<file path="src/rtl/ik_iter_ctrl.sv">
// ik_iter_ctrl: iteration sequencer for the ik_swift solver datapath.
// Build macro THETA_WRAP_EN: fold each updated angle back into [-PI, PI].
//
// state | meaning
// IDLE  | solver held in reset, host may load theta, waits for start
// KICK  | one-cycle solver reset pulse, clears latency counter
// WAIT  | solver running, counts SOLVER_LATENCY cycles to valid delta
// APPLY | folds delta_j into theta[j], one joint per cycle
// CHECK | bumps iter_count, decides converged / cap / next iteration
// DONE  | result frozen, done held, host may reload or restart
module ik_iter_ctrl #(
  parameter int NJ             = 6,
  parameter int W              = 36,
  parameter int SOLVER_LATENCY = 64,
  parameter int MAX_ITER       = 32,
  parameter int ITER_W         = 6,
  parameter int EPS            = 66
) (
  input  logic              clk,
  input  logic              reset_n,
  input  logic              start,
  input  logic              abort,
  input  logic              init_valid,
  input  logic [2:0]        init_joint,
  input  logic [W-1:0]      init_theta,
  input  logic [NJ*W-1:0]   delta_in,
  output logic              solver_rst,
  output logic [NJ*W-1:0]   theta_out,
  output logic              busy,
  output logic              done,
  output logic              converged,
  output logic [ITER_W-1:0] iter_count
);

  localparam int LAT_W = $clog2(SOLVER_LATENCY + 1);
  localparam logic [LAT_W-1:0]  LAT_LAST = LAT_W'(SOLVER_LATENCY - 1);
  localparam logic [2:0]        JDX_LAST = 3'(NJ - 1);
  localparam logic [ITER_W-1:0] ITER_CAP = ITER_W'(MAX_ITER);
  localparam logic signed [W:0] SUM_MAX  = {2'b00, {(W-1){1'b1}}};
  localparam logic signed [W:0] SUM_MIN  = {2'b11, {(W-1){1'b0}}};
  localparam logic signed [W:0] EPS_X    = (W+1)'(EPS);
`ifdef THETA_WRAP_EN
  localparam logic signed [W-1:0] PI     = W'(205887);
  localparam logic signed [W-1:0] NEG_PI = -PI;
  localparam logic signed [W-1:0] TWO_PI = W'(411775);
`endif

  typedef enum logic [2:0] {IDLE, KICK, WAIT, APPLY, CHECK, DONE} state_t;

  state_t state, state_nx;

  logic signed [W-1:0] theta [NJ];
  logic [LAT_W-1:0]    lat_cnt;
  logic [2:0]          jdx;
  logic                small_all;
  logic [ITER_W-1:0]   iter_inc;

  logic signed [W-1:0] d_sel, th_sel, th_new;
  logic signed [W:0]   sum_ext, d_ext, d_abs;
  logic                d_small;

  assign iter_inc   = iter_count + ITER_W'(1);
  assign solver_rst = (state == IDLE) || (state == KICK) || (state == DONE);
  assign busy       = (state == KICK) || (state == WAIT) || (state == APPLY) || (state == CHECK);
  assign done       = (state == DONE);

  always_comb begin
    theta_out = '0;
    for (int i = 0; i < NJ; i++) theta_out[i*W +: W] = theta[i];
  end

  // Update path for the joint selected by jdx: widened add, clamp, optional wrap.
  always_comb begin
    d_sel  = '0;
    th_sel = '0;
    for (int i = 0; i < NJ; i++) begin
      if (jdx == 3'(i)) begin
        d_sel  = delta_in[i*W +: W];
        th_sel = theta[i];
      end
    end
    sum_ext = {th_sel[W-1], th_sel} + {d_sel[W-1], d_sel};
    if (sum_ext > SUM_MAX)      th_new = SUM_MAX[W-1:0];
    else if (sum_ext < SUM_MIN) th_new = SUM_MIN[W-1:0];
    else                        th_new = sum_ext[W-1:0];
`ifdef THETA_WRAP_EN
    if (th_new > PI)           th_new = th_new - TWO_PI;
    else if (th_new < NEG_PI)  th_new = th_new + TWO_PI;
`endif
    d_ext   = {d_sel[W-1], d_sel};
    d_abs   = (d_ext < 0) ? -d_ext : d_ext;
    d_small = (d_abs < EPS_X);
  end

  always_ff @(posedge clk or negedge reset_n) begin
    if (!reset_n) state <= IDLE;
    else          state <= state_nx;
  end

  always_comb begin
    state_nx = state;
    case (state)
      IDLE, DONE: if (start) state_nx = KICK;
      KICK:       state_nx = WAIT;
      WAIT:       if (lat_cnt == LAT_LAST) state_nx = APPLY;
      APPLY:      if (jdx == JDX_LAST) state_nx = CHECK;
      CHECK: begin
        if (small_all || (iter_inc == ITER_CAP)) state_nx = DONE;
        else                                     state_nx = KICK;
      end
      default:    state_nx = IDLE;
    endcase
    if (abort) state_nx = IDLE;
  end

  // Abort freezes every datapath register except converged, which it clears.
  always_ff @(posedge clk or negedge reset_n) begin
    if (!reset_n) begin
      for (int i = 0; i < NJ; i++) theta[i] <= '0;
      lat_cnt    <= '0;
      jdx        <= '0;
      small_all  <= 1'b0;
      iter_count <= '0;
      converged  <= 1'b0;
    end else if (abort) begin
      converged <= 1'b0;
    end else begin
      case (state)
        IDLE, DONE: begin
          if (init_valid) begin
            for (int i = 0; i < NJ; i++)
              if (init_joint == 3'(i)) theta[i] <= init_theta;
          end
          if (start) begin
            iter_count <= '0;
            converged  <= 1'b0;
          end
        end
        KICK: lat_cnt <= '0;
        WAIT: begin
          lat_cnt <= lat_cnt + LAT_W'(1);
          if (lat_cnt == LAT_LAST) begin
            jdx       <= '0;
            small_all <= 1'b1;
          end
        end
        APPLY: begin
          for (int i = 0; i < NJ; i++)
            if (jdx == 3'(i)) theta[i] <= th_new;
          small_all <= small_all & d_small;
          jdx       <= jdx + 3'd1;
        end
        CHECK: begin
          iter_count <= iter_inc;
          converged  <= small_all;
        end
        default: ;
      endcase
    end
  end

endmodule
</file>
<file path="config.mk">
export PLATFORM = sky130hd
export DESIGN_NAME = ik_iter_ctrl
export DESIGN_NICKNAME = d
export VERILOG_FILES = /design/src/rtl/ik_iter_ctrl.sv
export SDC_FILE = /design/constraint.sdc
export NUM_CORES = 1
export LEC_CHECK = 0
export CAP_MARGIN = 20
export CELL_PAD_IN_SITES_DETAIL_PLACEMENT = 1
export CELL_PAD_IN_SITES_GLOBAL_PLACEMENT = 1
export CORE_AREA = 2 2 173 260
export DETAILED_ROUTE_END_ITERATION = 8
export DIE_AREA = 0 0 175 262
export HOLD_SLACK_MARGIN = 0.06
export PLACE_DENSITY_LB_ADDON = 0.1
export RECOVER_POWER = 50
export SYNTH_ARGS = -nofsm -noshare
export SYNTH_HDL_FRONTEND = slang
export SYNTH_SLANG_ARGS = --single-unit
</file>
<file path="constraint.sdc">
create_clock -name clk -period 10.9 [get_ports clk]
set_input_delay 2.18 -clock clk [delete_from_list [all_inputs] [get_ports clk]]
set_output_delay 2.18 -clock clk [all_outputs]
set_load 0.05 [all_outputs]
</file>
==> run summary <==
Overall die width: 175 um. The number of post-CTS setup repair buffers was 0; the via total after detailed routing was 17700. From synthesis to final layout, the design area changed by 36.2%.

For the wire length reported by the detailed router, the log shows 77.6 mm. The core area is 43600 sq um. Leaving out fill and tap cells, the most frequent cells in the layout are 323 x nand2_1, 319 x clkdlybuf4s50_1, 236 x dfrtp_1. The largest individual stage delay along the critical path comes from the cell clkbuf_1.

Setup repair after global routing left no endpoint under its margin. Before antenna repair, the detailed router went through 5 iterations. The portion of the post-synthesis area used by sequential elements is 0.351. The flow ran to the end, but the final reports show violations. The initial cell density of the core is 0.387, and the total negative slack is 0 ns. The floorplan step set the die height to 262 um. The ratio of final minimum period to clock period was 0.745. The final reports fail on capacitance limit, slew limit. In this run, synthesis inferred 0 flip-flops with an integrated enable. The type of the worst setup path was in -> async. Clock-pin slew was measured on the worst setup and hold paths at 0.06 ns. The number of buffer cells added on primary ports was 485; the net count of the mapped netlist was 2277. TritonCTS built the clock tree. The tools report the number of max-slew violations in the final report as 112. The number of antenna violations at the first check in global routing was 4. Entering global routing, the biggest net connects 112 pins.

Gates resized during post-CTS repair numbered 0. Traced cell by cell, the critical path runs through clkbuf_1, buf_4, buf_4. For the maximum clock path buffer count, the log shows 3.

The hold buffer count at CTS came out at 0. For the endpoint required time on the critical path, the log shows 11.42 ns. The number of maximum-capacitance constraint violations came out at 1.

The congestion estimate from routability-driven global placement came to 0.972. The layout cell share with drive strength beyond 1 is 0.124. The logs give 0 for the count of synthesis-stage warnings from yosys and 10100 sq um for the area used by multi-input combinational logic.

In this run, CTS created clock tree buffers numbering 24. Counting every instance in the synthesized netlist gives 1972. Counting the fill cells in the layout gives 5034. The total overflow left after global routing is 0. The peak per-stage delay on the critical path came out at 4.30 ns. The number of remaining DRC errors is 0. Derived from the worst setup path, the maximum achievable clock frequency is 123 MHz. At the worst endpoint, the arrival time is 8.64 ns. Critical path's most frequent cell: buf_4. The overall die area is 45900 sq um.

The run gives 1 as the number of levels in the clock H-tree. The run gives 0 as the final-report setup violation count. The tools report the worst clock skew on the final layout as 0.0286 ns. The via count of the first global-routing pass was 18900.

The cell area that synthesis handed to floorplanning was 16900 sq um. The worst setup path is launched from an input port. In the final design database the tool counted 2670 nets. Counting flops and latches in the post-synthesis netlist gives 237. For the pin with the worst max-slew slack, the measured transition is 6.26 ns. STA classifies the critical path endpoint as an asynchronous set/reset pin.

In the final layout, flip-flops and latches occupy 5930 sq um. For the headroom to the max-slew limit, the log shows -3.18. The logs give 0 for the post-route antenna net violation count and 0.329 for the overall global routing resource usage.

The mean routed wirelength per cell was 26.2 um. The row count came out at 94. The root buffer cell chosen for the clock tree is clkbuf_16.

The first global-routing pass estimated 117 mm of wire. The most common cell after layout, fill and taps aside is nand2_1. The insertion delay to the later sink of the worst-skew pair is 0.55 ns, and the final standard cell utilization of the core is 0.527. The most frequently used flop master after synthesis was dfrtp_1.

The largest fanout of any net on the critical path works out to 111. Dividing the detail-routed via count by the number of cells gives 6.00. The number of hold violations in the final report was 0; the HPWL reported at the end of detailed placement was 58.6 mm.

The final critical path time including I/O delays and setup is 8.12 ns, and the fraction of registers with async set/reset is 1.00. During I/O placement, the number of pins put on the boundary was 486. Counting distinct cell types in the post-synthesis netlist gives 88.

After the first detailed-routing iteration, the DRC count stood at 854. The worst hold path belongs to the class reg -> reg. Dividing the synthesized area by the synthesized cell count gives 8.56 sq um. The total number of clock tree sinks is 237.
worst paths after layout:
| path | start | end | slack [ns] | depth (start not counted) |
|---|---|---|---|---|
| worst min-delay path | theta_out[179] | theta_out[179] | 0.50 | 2 |
| min in group asynchronous | reset_n | theta_out[82] | 3.97 | 1 |
| worst max register to register | jdx[1] | theta_out[96] | 3.29 | 18 |
| worst min register to register | theta_out[179] | theta_out[179] | 0.50 | 2 |
| max in group clk | jdx[1] | theta_out[96] | 3.29 | 18 |
| worst max-delay path | reset_n | theta_out[97] | 2.78 | 3 |
per-layer routing:
layer	global-route usage	share of wire
met2	0.592	0.51
met4	0.128	0.042
met5	0	0.00048
met3	0.0668	0.061
met1	0.383	0.39
sequential cells by signal, summed over array words and instances (netlist names):
register / cells
converged: 1
iter_count: 6
jdx: 3
lat_cnt: 7
small_all: 1
state: 3
theta_out: 216
layout make-up:
type,count,area share
Sequential cell,237,0.258
Tap cell,576,0.0314
Clock buffer,37,0.0331
Multi-Input combinational cell,1524,0.441
Antenna cell,1,0.000109
Timing Repair Buffer,517,0.222
Clock inverter,6,0.00485
Inverter,61,0.00996
synth_stat cells, types with 21 or more instances:
library cell,number,area share
clkbuf_1,94,0.021
ha_1,44,0.033
a221oi_1,42,0.022
dfrtp_1,237,0.35
a21oi_1,72,0.021
buf_2,29,0.0086
o31ai_1,28,0.012
nand3_1,25,0.0074
mux2_2,181,0.12
nor2_1,123,0.027
inv_1,60,0.013
nand2_1,324,0.072
a211oi_1,21,0.0093
o21ai_0,206,0.061
nor2b_1,41,0.015
a31oi_1,46,0.017
o311ai_0,39,0.020
o211ai_1,28,0.012
cells by family after synthesis:
logic type	after synthesis	share of synthesized area
multiplexers	189	0.126
AND/OR/NAND/NOR	633	0.170
AO/OA/AOI/OAI	626	0.249
buffers and inverters	211	0.0538
adder cells (fa/ha/maj)	45	0.0338
flip-flops	237	0.351
XOR/XNOR	31	0.0161
critical path: cells and delay by family:
kind	cells	cell delay (ns)
buffers and inverters	3	6.25
metrics by stage:
stage	instances	hold WS, ns	setup WS, ns	area [sq um]
2_1_floorplan	1972	0.485	4.82	16900
3_3_place_gp	2913	0.484	2.90	22100
3_5_place_dp	2915	0.506	2.98	22100
4_1_cts	2958	0.514	3.41	23000
5_1_grt	2959	0.547	1.74	23000
6_report	2959	0.502	2.78	23000
Power is not shown: default switching activity piles up to over one toggle a cycle in this logic, so the estimate is an artifact.
